### config.mk
export PLATFORM = sky130hd
export DESIGN_NAME = rr_ack_router
export DESIGN_NICKNAME = d
export VERILOG_FILES = /design/src/rtl/rr_pkg.sv /design/src/rtl/rr_id_fifo.sv /design/src/rtl/rr_ack_router.sv
export SDC_FILE = /design/constraint.sdc
export NUM_CORES = 1
export LEC_CHECK = 0
export CAP_MARGIN = 15
export CORE_ASPECT_RATIO = 1.25
export CORE_MARGIN = 2
export CORE_UTILIZATION = 45
export DETAILED_ROUTE_END_ITERATION = 8
export PLACE_DENSITY = 0.78
export SLEW_MARGIN = 0
export SYNTH_ARGS = -nofsm -noshare
export SYNTH_HDL_FRONTEND = slang
export SYNTH_SLANG_ARGS = --single-unit
### constraint.sdc
create_clock -name clk -period 3.2 [get_ports clk]
set_input_delay 0.48 -clock clk [delete_from_list [all_inputs] [get_ports clk]]
set_output_delay 0.48 -clock clk [all_outputs]
set_load 0.005 [all_outputs]
### src/rtl/rr_pkg.sv
// Shared encodings for the per-slave round-robin ack router.
// Status codes, command codes, FSM states and a one-hot helper.
package rr_pkg;

    localparam logic [1:0] NO_REQ = 2'd0;
    localparam logic [1:0] WAIT   = 2'd1;
    localparam logic [1:0] W_ACK  = 2'd2;
    localparam logic [1:0] W_DATA = 2'd3;

    localparam logic CMD_RD = 1'b0;
    localparam logic CMD_WR = 1'b1;

    typedef enum logic {
        IDLE  = 1'b0,
        GRANT = 1'b1
    } state_t;

    function automatic logic [15:0] onehot16(input logic [3:0] id);
        onehot16 = 16'd1 << id;
    endfunction

endpackage

### src/rtl/rr_id_fifo.sv
// Small FIFO of master ids; steers late read data to the issuing master.
// Push while full is accepted only when a pop frees a slot in the same cycle.
module rr_id_fifo #(
    parameter int W     = 2,
    parameter int DEPTH = 4,
    localparam int AW   = $clog2(DEPTH)
) (
    input  logic          clk,
    input  logic          reset,
    input  logic          i_push,
    input  logic [W-1:0]  i_din,
    input  logic          i_pop,
    output logic [W-1:0]  o_head,
    output logic [AW:0]   o_count,
    output logic          o_full,
    output logic          o_empty
);

    logic [W-1:0]  r_mem [DEPTH];
    logic [AW-1:0] r_wr;
    logic [AW-1:0] r_rd;
    logic [AW:0]   r_cnt;
    logic          w_do_push;
    logic          w_do_pop;

    assign o_empty   = (r_cnt == '0);
    assign o_full    = (r_cnt == (AW+1)'(DEPTH));
    assign w_do_pop  = i_pop && !o_empty;
    assign w_do_push = i_push && (!o_full || w_do_pop);
    assign o_head    = r_mem[r_rd];
    assign o_count   = r_cnt;

    always_ff @(posedge clk) begin
        if (w_do_push) begin
            r_mem[r_wr] <= i_din;
        end
    end

    always_ff @(posedge clk) begin
        if (!reset) begin
            r_wr  <= '0;
            r_rd  <= '0;
            r_cnt <= '0;
        end else begin
            if (w_do_push) begin
                r_wr <= r_wr + AW'(1);
            end
            if (w_do_pop) begin
                r_rd <= r_rd + AW'(1);
            end
            if (w_do_push && !w_do_pop) begin
                r_cnt <= r_cnt + (AW+1)'(1);
            end else if (!w_do_push && w_do_pop) begin
                r_cnt <= r_cnt - (AW+1)'(1);
            end
        end
    end

endmodule

### src/rtl/rr_ack_router.sv
// Per-slave round-robin arbiter: grants one master, routes the slave ack
// back to it and remembers read issuers so returned data finds its owner.
module rr_ack_router
    import rr_pkg::*;
#(
    parameter int N_MASTERS = 4,
    parameter int SLAVE_IDW = 1,
    parameter int SLAVE_NO  = 0,
    parameter int RD_DEPTH  = 4,
    localparam int MW       = $clog2(N_MASTERS),
    localparam int CW       = $clog2(RD_DEPTH) + 1
) (
    input  logic                           clk,
    input  logic                           reset,
    input  logic [2*N_MASTERS-1:0]         req_stat,
    input  logic [N_MASTERS*SLAVE_IDW-1:0] sfor,
    input  logic [N_MASTERS-1:0]           req_cmd,
    input  logic                           ack_in,
    input  logic                           rdata_vld,
    output logic [N_MASTERS-1:0]           ack,
    output logic                           gnt_vld,
    output logic [MW-1:0]                  gnt_id,
    output logic [MW-1:0]                  last_mas,
    output logic [N_MASTERS-1:0]           rdata_dst,
    output logic [CW-1:0]                  rd_cnt,
    output logic                           rd_full,
    output logic                           err
);

    state_t               r_state;
    state_t               w_state_nxt;
    logic [MW-1:0]        r_gnt_id;
    logic [MW-1:0]        w_gnt_nxt;
    logic [MW-1:0]        r_last_mas;
    logic [MW-1:0]        w_last_nxt;
    logic [MW-1:0]        w_sel;
    logic [MW-1:0]        w_idx;
    logic                 w_found;
    logic [N_MASTERS-1:0] w_elig;
    logic                 w_push;
    logic                 w_pop;
    logic                 w_empty;
    logic [MW-1:0]        w_head;
    logic                 r_err;

    // Reads are held back while the return queue is full; writes never are.
    always_comb begin
        w_elig = '0;
        for (int i = 0; i < N_MASTERS; i++) begin
            w_elig[i] = (req_stat[2*i +: 2] == W_ACK)
                     && (sfor[i*SLAVE_IDW +: SLAVE_IDW] == SLAVE_IDW'(SLAVE_NO))
                     && !((req_cmd[i] == CMD_RD) && rd_full);
        end
    end

    always_comb begin
        w_found = 1'b0;
        w_sel   = '0;
        w_idx   = '0;
        for (int k = 1; k <= N_MASTERS; k++) begin
            w_idx = MW'((int'(r_last_mas) + k) % N_MASTERS);
            if (!w_found && w_elig[w_idx]) begin
                w_found = 1'b1;
                w_sel   = w_idx;
            end
        end
    end

    always_comb begin
        w_state_nxt = r_state;
        w_gnt_nxt   = r_gnt_id;
        w_last_nxt  = r_last_mas;
        w_push      = 1'b0;
        ack         = '0;
        unique case (r_state)
            IDLE: begin
                if (w_found) begin
                    w_state_nxt = GRANT;
                    w_gnt_nxt   = w_sel;
                end
            end
            GRANT: begin
                if (ack_in) begin
                    ack         = N_MASTERS'(onehot16(4'(r_gnt_id)));
                    w_last_nxt  = r_gnt_id;
                    w_push      = (req_cmd[r_gnt_id] == CMD_RD);
                    w_state_nxt = IDLE;
                end else if (!w_elig[r_gnt_id]) begin
                    w_state_nxt = IDLE;
                end
            end
            default: w_state_nxt = IDLE;
        endcase
    end

    always_ff @(posedge clk) begin
        if (!reset) begin
            r_state    <= IDLE;
            r_gnt_id   <= '0;
            r_last_mas <= MW'(N_MASTERS - 1);
            r_err      <= 1'b0;
        end else begin
            r_state    <= w_state_nxt;
            r_gnt_id   <= w_gnt_nxt;
            r_last_mas <= w_last_nxt;
            r_err      <= r_err
                       || (ack_in && (r_state != GRANT))
                       || (rdata_vld && w_empty);
        end
    end

    rr_id_fifo #(
        .W     (MW),
        .DEPTH (RD_DEPTH)
    ) u_rd_fifo (
        .clk     (clk),
        .reset   (reset),
        .i_push  (w_push),
        .i_din   (r_gnt_id),
        .i_pop   (rdata_vld),
        .o_head  (w_head),
        .o_count (rd_cnt),
        .o_full  (rd_full),
        .o_empty (w_empty)
    );

    assign w_pop     = rdata_vld && !w_empty;
    assign rdata_dst = w_pop ? N_MASTERS'(onehot16(4'(w_head))) : '0;
    assign gnt_vld   = (r_state == GRANT);
    assign gnt_id    = r_gnt_id;
    assign last_mas  = r_last_mas;
    assign err       = r_err;

endmodule

==> flow_summary.toml, run 1 <==
[power_and_ir_drop]
irDropWorstVdd_uv = 348
p_per_area_nw_per_um2 = 516
p_leak_uw = 0.000614

[detailed_routing]
drc = 0
final_antenna_net_count = 0
firstDrtPassIters = 4
vias_per_cell = 5.24
vias = 979
wl_per_cell_um = 13.3
drt_iter0_drc = 26
routed_wl_mm = 2.49

[logic_synthesis]
synth_area_leader_cell = "dfxtp_1"
ys_ff_latch = 23
yosys_warnings = 0
synth_flop_cell = "dfxtp_1"
synth-async-reset-ratio_pct = 0
synth_cell_types = 32
seq_area_frac_synth_pct = 44.7
synthCells = 113
syn_nets = 139
netlist_area_sq_um = 1210
syn_avg_cell_area_sq_um = 10.7
synth-edff-count = 8
synth_area_leaders = "dfxtp_1, edfxtp_1, mux4_2"
synth_top_area_share_pct = 24.8

[layout]
syn2layout_area_growth_pct = 35.7
fin_util_pct = 62.4
layout_common_cells = "clkdlybuf4s50_1, dfxtp_1, nor2_1, nand2_1"
drive_gt1_share_pct = 11.1
final_common_cell = "clkdlybuf4s50_1"
num_antenna_cells = 0
fillerInstances = 216
num-nets-final = 180

[grt]
grt_pass1_vias = 982
grt_pass1_wl_mm = 4.24
grt_max_degree = 16
grt_remaining_overflow = 0
antenna_found_initial = 0
gr-usage-all-layers_pct = 18.0

[clocking]
cts-root-buf = "clkbuf_4"
clkTransAtPathRegs_ns = 0.12
worstSkewPairLatency_ns = 0.30
cts_buffers = 3
numClockSinks = 23
cts_resized = 0
cts_tree = "done"
cts_buffer_depth = 2
postCtsSetupRepairBufs = 0
h-tree-depth = 1
cts_hold_buffers = 0

[place]
gp_congestion = 0.779
dpl.hpwl_mm = 2.01
io_buffers = 37

[setup_path]
slowest_delay_ns = 0.59
worstPathCellList = "mux4_2 -> nor3_4 -> ha_1 -> inv_1 -> fa_1 -> xor2_1 -> or3_1 -> a21boi_0"
worstPathArrival_ns = 2.95
cp-start-kind = "flip-flop"
cpMaxStageDelayCell = "dfxtp_1"
worst-path-buf-inv = 1
worstSetupPathType = "reg -> reg"
end_kind = "flip-flop"
required_ns = 3.43
path_delay_family = "flip-flops"
cp_max_fo = 10

[floorplan]
dieArea_sq_um = 3120
fp.coreArea_sq_um = 2630
rows = 21
start_util_pct = 46.0
dieHeight_um = 61.9
die_w_um = 50.4
ios = 38

[sta]
skew_ns = 0.00130
fmax_mhz = 367
min_period_ns = 2.72
hold_violations = 0
setup_viol = 0
worst_slew_pin_slew_ns = 0.445
slew_violations = 0
tns_ns = 0
slew_headroom_pct = 70.2
period_share_pct = 85.0
rsz0062_at_grt = "no"

[run_status]
outcome = "complete, no violations"

[job]
drv_cap = 0

[worst_hold_path]
min_path_type = "reg -> reg"
## tightest hold or removal path: cells and delay by family (launching register included)
family	cells	cell delay (ns)
DFF	1	0.36
and+or+nand+nor	2	0.14
## worst paths after layout
path / slack, ns / end / cells after the start / start
hold reg to reg: 0.53 / last_mas[0] / 2 / last_mas[0]
setup / recovery: 0.48 / u_rd_fifo.o_count[2] / 8 / gnt_id[1]
hold / removal: 0.53 / last_mas[0] / 2 / last_mas[0]
setup reg to reg: 0.48 / u_rd_fifo.o_count[2] / 8 / gnt_id[1]
## registers in the layout, indices dropped and copies added (netlist names), named ones only
name and count:
u_rd_fifo.o_count 3, u_rd_fifo.r_wr 2, err 1, u_rd_fifo.r_mem 8
last_mas 2, gnt_vld 1, gnt_id 2, u_rd_fifo.r_rd 2
## synth_stat cells, drive strengths merged, types with 4 or more instances
cell type / n
inv: 8
nor2: 9
nand2: 9
mux4: 4
xnor2: 4
nor2b: 6
and2: 9
o21ai: 4
edfxtp: 8
o211ai: 5
dfxtp: 15
ha: 5
nor3: 6
## cell families (layout without fill, tap and decap cells)
group,after synthesis,in the layout,synth area share (%)
simple gates,44,44,19.8
flops,23,23,44.7
compound gates,19,19,12.2
buf+inv,10,50,3.73
fa+ha+maj,6,6,6.83
mux,6,6,9.11
xor+xnor,5,5,3.62
## power by group
| group | internal (uW) | total (uW) | leakage [uW] | switching, uW |
|---|---|---|---|---|
| logic | 187 | 328 | 0.000402 | 141 |
| registers | 343 | 390 | 0.000196 | 47.0 |
| clock network | 48.5 | 128 | 0.0000150 | 79.8 |
## final cells by class
cell class	instances	area, sq um	area share (%)
clock buffers	4	26.3	1.60
inverters	8	30.0	1.83
multi-input cells	80	623	38.0
well taps	34	42.5	2.59
repair buffers	38	378	23.0
flip-flops and latches	23	541	33.0
## stage by stage
step | worst slack [ns] | hold slack (ns) | power (uW) | instance area (sq um) | std cells
final | 0.479 | 0.531 | 846 | 1640 | 187
after floorplan | 0.603 | 0.493 | 587 | 1210 | 113
after global routing | 0.304 | 0.584 | 909 | 1640 | 187
after detailed placement | 0.200 | 0.511 | 726 | 1610 | 183
after CTS | 0.468 | 0.533 | 854 | 1640 | 187
after global placement | 0.307 | 0.504 | 716 | 1610 | 183
## layer usage
layer	wire, um	part of all wire [%]	GRT usage, %
met4	10	0.40	6.18
met2	1360	54	34.2
met5	0	0	0
met3	125	5.0	2.63
met1	1000	40	21.1
(Power assumes the default switching activity.)
==> run 2, diff against run 1 <==
SLEW_MARGIN = unset   (was 0)
==> results of run 2 <==
Same layout as run 1: the final DEF is identical, and so are final timing and power.
==> run 3, diff against run 2 <==
GPL_ROUTABILITY_DRIVEN = 0   (was unset)
==> results of run 3 <==
Same layout as run 1: the final DEF is identical, and so are final timing and power.
